$ cat config.mk
export PLATFORM = sky130hd
export DESIGN_NAME = gpr_wb_arbiter
export DESIGN_NICKNAME = d
export VERILOG_FILES = /design/src/rtl/gpr_wb_arbiter.sv
export SDC_FILE = /design/constraint.sdc
export NUM_CORES = 1
export LEC_CHECK = 0
export ABC_AREA = 1
export BUFFER_PORTS_ARGS = -buffer_cell sky130_fd_sc_hd__buf_4
export CAP_MARGIN = 20
export CORE_MARGIN = 2
export CORE_UTILIZATION = 50
export DETAILED_ROUTE_END_ITERATION = 16
export PLACE_DENSITY = 0.88
export RECOVER_POWER = 100
export SLEW_MARGIN = 40
export SYNTH_ARGS = -nofsm -noshare
export SYNTH_HDL_FRONTEND = slang
export SYNTH_SLANG_ARGS = --single-unit
export TNS_END_PERCENT = 50
$ cat constraint.sdc
create_clock -name Clk -period 2.5 [get_ports Clk]
set_input_delay 0.25 -clock Clk [delete_from_list [all_inputs] [get_ports Clk]]
set_output_delay 0.25 -clock Clk [all_outputs]
set_load 0.02 [all_outputs]
$ cat src/rtl/gpr_wb_arbiter.sv
`default_nettype none
// ============================================================================
// Module      : gpr_wb_arbiter
// Description : Round-robin arbiter sharing the single register-file write
//               port among the ALU, LOAD and MDU writeback sources. The
//               selected write is registered onto RegWrite/Rd/WData, and a
//               pending-write scoreboard drives the decode-stage read stall.
// Revision    : 1.0 - initial release
// ============================================================================
module gpr_wb_arbiter #(
    parameter int DATA_W = 32,
    parameter int ADDR_W = 5
) (
    input  logic              Clk,
    input  logic              Reset,

    // writeback requesters
    input  logic              alu_req,
    input  logic [ADDR_W-1:0] alu_rd,
    input  logic [DATA_W-1:0] alu_data,
    output logic              alu_gnt,

    input  logic              ld_req,
    input  logic [ADDR_W-1:0] ld_rd,
    input  logic [DATA_W-1:0] ld_data,
    output logic              ld_gnt,

    input  logic              mdu_req,
    input  logic [ADDR_W-1:0] mdu_rd,
    input  logic [DATA_W-1:0] mdu_data,
    output logic              mdu_gnt,

    // decode-stage issue and hazard interface
    input  logic              issue_valid,
    input  logic [ADDR_W-1:0] issue_rd,
    input  logic [ADDR_W-1:0] rs_idx,
    input  logic [ADDR_W-1:0] rt_idx,
    output logic              stall,

    // register-file write port
    output logic              RegWrite,
    output logic [ADDR_W-1:0] Rd,
    output logic [DATA_W-1:0] WData
);

    localparam int NREG = 2 ** ADDR_W;

    typedef enum logic [1:0] {
        SRC_ALU = 2'd0,
        SRC_LD  = 2'd1,
        SRC_MDU = 2'd2
    } src_e;

    // round-robin pointer: index of the most recently granted source
    src_e              last_q, last_d;

    // current-cycle grant decision
    logic              gnt_any;
    src_e              gnt_src;
    logic [ADDR_W-1:0] sel_rd;
    logic [DATA_W-1:0] sel_data;

    // writeback register
    logic              we_q, we_d;
    logic [ADDR_W-1:0] rd_q, rd_d;
    logic [DATA_W-1:0] wdata_q, wdata_d;

    // pending-write scoreboard, one bit per architectural register
    logic [NREG-1:0]   pend_q, pend_d;

    // Round-robin search starting one past the last winner; nothing is
    // granted while Reset is high so a mid-transfer reset drops the handshake.
    always_comb begin
        gnt_any = 1'b0;
        gnt_src = last_q;
        if (!Reset) begin
            case (last_q)
                SRC_ALU: begin
                    if (ld_req) begin
                        gnt_any = 1'b1; gnt_src = SRC_LD;
                    end else if (mdu_req) begin
                        gnt_any = 1'b1; gnt_src = SRC_MDU;
                    end else if (alu_req) begin
                        gnt_any = 1'b1; gnt_src = SRC_ALU;
                    end
                end
                SRC_LD: begin
                    if (mdu_req) begin
                        gnt_any = 1'b1; gnt_src = SRC_MDU;
                    end else if (alu_req) begin
                        gnt_any = 1'b1; gnt_src = SRC_ALU;
                    end else if (ld_req) begin
                        gnt_any = 1'b1; gnt_src = SRC_LD;
                    end
                end
                default: begin
                    if (alu_req) begin
                        gnt_any = 1'b1; gnt_src = SRC_ALU;
                    end else if (ld_req) begin
                        gnt_any = 1'b1; gnt_src = SRC_LD;
                    end else if (mdu_req) begin
                        gnt_any = 1'b1; gnt_src = SRC_MDU;
                    end
                end
            endcase
        end
    end

    assign alu_gnt = gnt_any && (gnt_src == SRC_ALU);
    assign ld_gnt  = gnt_any && (gnt_src == SRC_LD);
    assign mdu_gnt = gnt_any && (gnt_src == SRC_MDU);

    // Route the winning source's destination and value toward the write port.
    always_comb begin
        case (gnt_src)
            SRC_ALU: begin
                sel_rd   = alu_rd;
                sel_data = alu_data;
            end
            SRC_LD: begin
                sel_rd   = ld_rd;
                sel_data = ld_data;
            end
            default: begin
                sel_rd   = mdu_rd;
                sel_data = mdu_data;
            end
        endcase
    end

    // Next-state for pointer and writeback register; a grant to r0 completes
    // the handshake but is swallowed here, and Rd/WData hold when idle.
    always_comb begin
        last_d  = gnt_any ? gnt_src : last_q;
        we_d    = gnt_any && (sel_rd != '0);
        rd_d    = rd_q;
        wdata_d = wdata_q;
        if (we_d) begin
            rd_d    = sel_rd;
            wdata_d = sel_data;
        end
    end

    // Scoreboard next-state: the clear from a completing grant is applied
    // first so that a same-edge issue to that register (a younger producer)
    // leaves the bit set. r0 is hardwired and never pending.
    always_comb begin
        pend_d = pend_q;
        if (gnt_any) begin
            pend_d[sel_rd] = 1'b0;
        end
        if (issue_valid) begin
            pend_d[issue_rd] = 1'b1;
        end
        pend_d[0] = 1'b0;
    end

    // State registers with synchronous reset; ALU gets first priority out of
    // reset because the pointer starts at MDU.
    always_ff @(posedge Clk) begin
        if (Reset) begin
            last_q  <= SRC_MDU;
            we_q    <= 1'b0;
            rd_q    <= '0;
            wdata_q <= '0;
            pend_q  <= '0;
        end else begin
            last_q  <= last_d;
            we_q    <= we_d;
            rd_q    <= rd_d;
            wdata_q <= wdata_d;
            pend_q  <= pend_d;
        end
    end

    assign RegWrite = we_q;
    assign Rd       = rd_q;
    assign WData    = wdata_q;

    // A register is hazardous while its producer is outstanding, and also for
    // the one cycle its value sits in the writeback register before the
    // register file commits it.
    function automatic logic inflight(input logic [ADDR_W-1:0] idx);
        return we_q && (rd_q == idx) && (idx != '0);
    endfunction

    assign stall = pend_q[rs_idx] | pend_q[rt_idx] | inflight(rs_idx) | inflight(rt_idx);

endmodule
`default_nettype wire
==> reports/metrics.cfg <==
[run_status]
run_status=finished clean

[critical_path]
cp_cell_sequence=inv_1 -> nand2_1 -> nand2_1 -> nand2_1 -> nand2_2 -> inv_2 -> nand2_1 -> nand3_1 -> nor2_4 -> nand3_4 -> nand2_4 -> inv_2 -> nor2_1 -> nor2_1
cp_data_required_time_ns=2.73
path_common_cell=sky130_fd_sc_hd__nand2_1
regToRegStartpoint=last_q[0]
critical_path_class=reg2reg
worst-path-max-fanout=34
reg2reg_depth=14
critical_path.max_stage_delay_ns=0.32
worstSetupStartpointType=register
timing.rr.end=WData[1]
critPathCaptureType=register
crit_slowest_cell=sky130_fd_sc_hd__dfxtp_1
reg2reg_slack_ns=0.25
critical_path_arrival_ns=2.48

[cts]
worstSkewPairLatency_ns=0.35
cts_tree=built
post_cts.repair.setup_buffers=0
h-tree-depth=3
total_cts_buffers=9
cts-root-to-sink-buffers=2
root_buffer=sky130_fd_sc_hd__clkbuf_8
holdBufCountCts=0
clkSlewWorstSetupHoldPaths_ns=0.08
cts_num_sinks=71

[detailed_routing]
final_antenna_net_count=0
drt_first_pass_iters=5
vias=5594
routed_wl_mm=15.00
routed_via_density=5.484
drt_iter0_markers=359
wl_per_cell_um=14.70
drt_drc_violations_left=0

[power_and_ir_drop]
total_leakage_power_uw=0.002753
p_total_uw=3194
switching_power_uw=1121
power_density_mw_per_mm2=541.5
seq_power_share_pct=39.3
worst_ir_drop_vdd_mv=0.2671
p_comb_share_pct=31.1
internal_power_uw=2073
switching_share_pct=35.09
power.clock.fraction_pct=29.6

[finish]
mostFrequentLayoutCells=sky130_fd_sc_hd__nand2_1, sky130_fd_sc_hd__buf_4, sky130_fd_sc_hd__a21oi_1
antennaDiodeCount=0
most_frequent_standard_cell_in_the_layout_excluding_fill_and_tap_cells=sky130_fd_sc_hd__nand2_1
area.growth.synth_to_final_pct=32.15
fill_cells=823
sequential_cell_area_sq_mm=0.001421
multi_input_logic_area_sq_mm=0.002618
post_route_cells_drive_above_1_share_pct=20.18
num-nets-final=1039

[min_path]
hp-class=in2reg
holdPathEnd=last_q[0]
worstHoldStart=alu_req
hold_depth=2

[placement]
dp_hpwl_mm=11.35
placement.io_buffers=173
gp_routability_congestion=0.9375

[die]
rows=34
initial_utilization_pct=51.44
coreArea_sq_mm=0.008678
die_ar_sq_mm=0.009700
chipHeight_um=98.49
dieWidth_um=98.49
io-pin-count=174

[global_routing]
grt_antenna_before_repair=0
gr-usage-all-layers_pct=30.79
pin_count_of_the_biggest_net_entering_global_routing=36
via_count_of_the_first_global_routing_pass=5189
global_route.overflow_total=0
grt_pass1_wl_mm=24.45

[sta]
period_needed_ns=2.248
finClkSkew_ns=0.009347
grt_setup_unrepaired=yes
final_hold_viol_count=0
final-max-slew-violation-count=0
fin_worst_hold_slack_ns=0.1374
fmaxAchievable_mhz=444.8
timing.final.setup_violations=0
maxSlewHeadroom_pct=56.45
final.period_utilization_pct=89.93
max_slew.worst_pin.slew_ns=0.6483

[yosys]
multiplexer_share_of_the_synthesized_area_pct=0
synth_top_family_by_area=simple AND/OR/NAND/NOR gates
mappedNetlistNets=877
ys_ff_latch=71
yosys_warnings=0
synth.lib_cells_used.distinct=31
synth_fa_ha_area_share_pct=0
syn_inst=745
synth-compound-area-share_pct=20.74
syn_area_per_cell_sq_um=5.992
ys_seq_area_share_pct=31.84
post_synth_xor_area_fraction_pct=0.1962
synthSimpleGateAreaFrac_pct=37.64
synthesis.area_sq_mm=0.004464

[run]
drv.max_cap_violation_count=0

==> per-layer routing <==
layer,wire [um],track usage [%],vias up
met5,0,0,-
met4,576,13.59,0
met3,1310,6.596,45
met2,7346,52.85,285
met1,5764,37.10,2490
li1,-,-,2774
==> per-stage QoR <==
step	worst slack (ns)	cells	setup TNS [ns]	utilization [%]	area, sq um
final	0.2518	1020	0	67.98	5899
after global routing	-0.02935	1020	-0.03792	67.98	5899
after CTS	0.1147	1020	0	69.59	6040
after detailed placement	0.2574	1004	0	67.23	5834
after global placement	0.3168	1004	0	67.23	5834
after floorplan	0.6362	745	0	-	4464
==> synth_stat cells <==
| library cell | n | area share (%) |
|---|---|---|
| sky130_fd_sc_hd__nand2_1 | 186 | 16 |
| sky130_fd_sc_hd__a21oi_1 | 96 | 11 |
| sky130_fd_sc_hd__nor2_1 | 87 | 7.3 |
| sky130_fd_sc_hd__nand3_1 | 84 | 9.4 |
| sky130_fd_sc_hd__o21ai_0 | 77 | 8.6 |
| sky130_fd_sc_hd__dfxtp_1 | 71 | 32 |
| sky130_fd_sc_hd__inv_1 | 63 | 5.3 |
| sky130_fd_sc_hd__clkbuf_1 | 24 | 2.0 |
| sky130_fd_sc_hd__nor3_1 | 14 | 1.6 |
| sky130_fd_sc_hd__buf_2 | 6 | 0.67 |
| sky130_fd_sc_hd__buf_6 | 4 | 1.0 |
| sky130_fd_sc_hd__inv_2 | 4 | 0.34 |
| sky130_fd_sc_hd__buf_1 | 3 | 0.25 |
| sky130_fd_sc_hd__nand4_1 | 3 | 0.42 |
| sky130_fd_sc_hd__o22ai_1 | 3 | 0.42 |
| sky130_fd_sc_hd__nand3_2 | 2 | 0.45 |
| sky130_fd_sc_hd__nand3_4 | 2 | 0.78 |
| sky130_fd_sc_hd__nor2_4 | 2 | 0.50 |
| sky130_fd_sc_hd__or2_2 | 2 | 0.28 |
| sky130_fd_sc_hd__a2111oi_0 | 1 | 0.20 |
| sky130_fd_sc_hd__a21o_1 | 1 | 0.17 |
| sky130_fd_sc_hd__a221oi_1 | 1 | 0.20 |
| sky130_fd_sc_hd__nand2_2 | 1 | 0.14 |
| sky130_fd_sc_hd__nand2_4 | 1 | 0.25 |
| sky130_fd_sc_hd__nand2b_1 | 1 | 0.14 |
| sky130_fd_sc_hd__nor2_2 | 1 | 0.14 |
| sky130_fd_sc_hd__nor2_8 | 1 | 0.45 |
| sky130_fd_sc_hd__nor4_1 | 1 | 0.14 |
| sky130_fd_sc_hd__o211ai_1 | 1 | 0.17 |
| sky130_fd_sc_hd__o21ai_2 | 1 | 0.20 |
| sky130_fd_sc_hd__xor2_1 | 1 | 0.20 |
==> power groups by stage <==
stage	registers [uW]	logic [uW]	clock network [uW]
3_5_place_dp	1280	1030	0
2_1_floorplan	1350	540	0
3_3_place_gp	1280	1020	0
5_1_grt	1270	1100	994
4_1_cts	1260	1040	948
6_report	1260	992	946
==> kinds of logic (layout without fill, tap and decap cells) <==
family | Yosys count | count (layout)
AOI/OAI and AO/OA | 181 | 181
xor gates and xnor gates | 1 | 1
buffers and inverters | 104 | 271
DFF | 71 | 71
and+or+nand+nor | 388 | 388
==> state kept, by name, summed over array words and instances, names as in the netlist <==
name      flops
RegWrite      1
pend_q       31
WData        32
last_q        2
Rd            5
==> what timing repair did <==
item                                   in CTS  in global routing
setup endpoints to repair                   0                  5
gates resized for setup                     0                  2
endpoints found under the hold margin       0                  0
==> how the worst max path moves through the flow <==
stage | depth (start not counted) | from | to | slack, ns
after floorplan | 14 | last_q[1] | Rd[4] | 0.64
after global placement | 10 | last_q[0] | WData[2] | 0.32
after detailed placement | 14 | Reset | WData[15] | 0.26
after CTS | 7 | last_q[0] | alu_gnt | 0.11
after global routing | 14 | last_q[0] | WData[11] | -0.03
final | 14 | last_q[0] | WData[1] | 0.25
==> cell type report <==
type                    count  area share (%)
flip-flops and latches     71           24.09
inverters                  67           4.263
clock inverters             6           1.145
repair buffers            188           21.51
well taps                 108           2.291
clock buffers              10           2.333
multi-input cells         570           44.37
==> critical path: cells and delay by family (launching register included) <==
kind | cells | cell delay [ns]
and+or+nand+nor | 11 | 1.31
DFF | 1 | 0.32
buffers and inverters | 3 | 0.49
No activity file was read; power rests on OpenSTA's default activity.
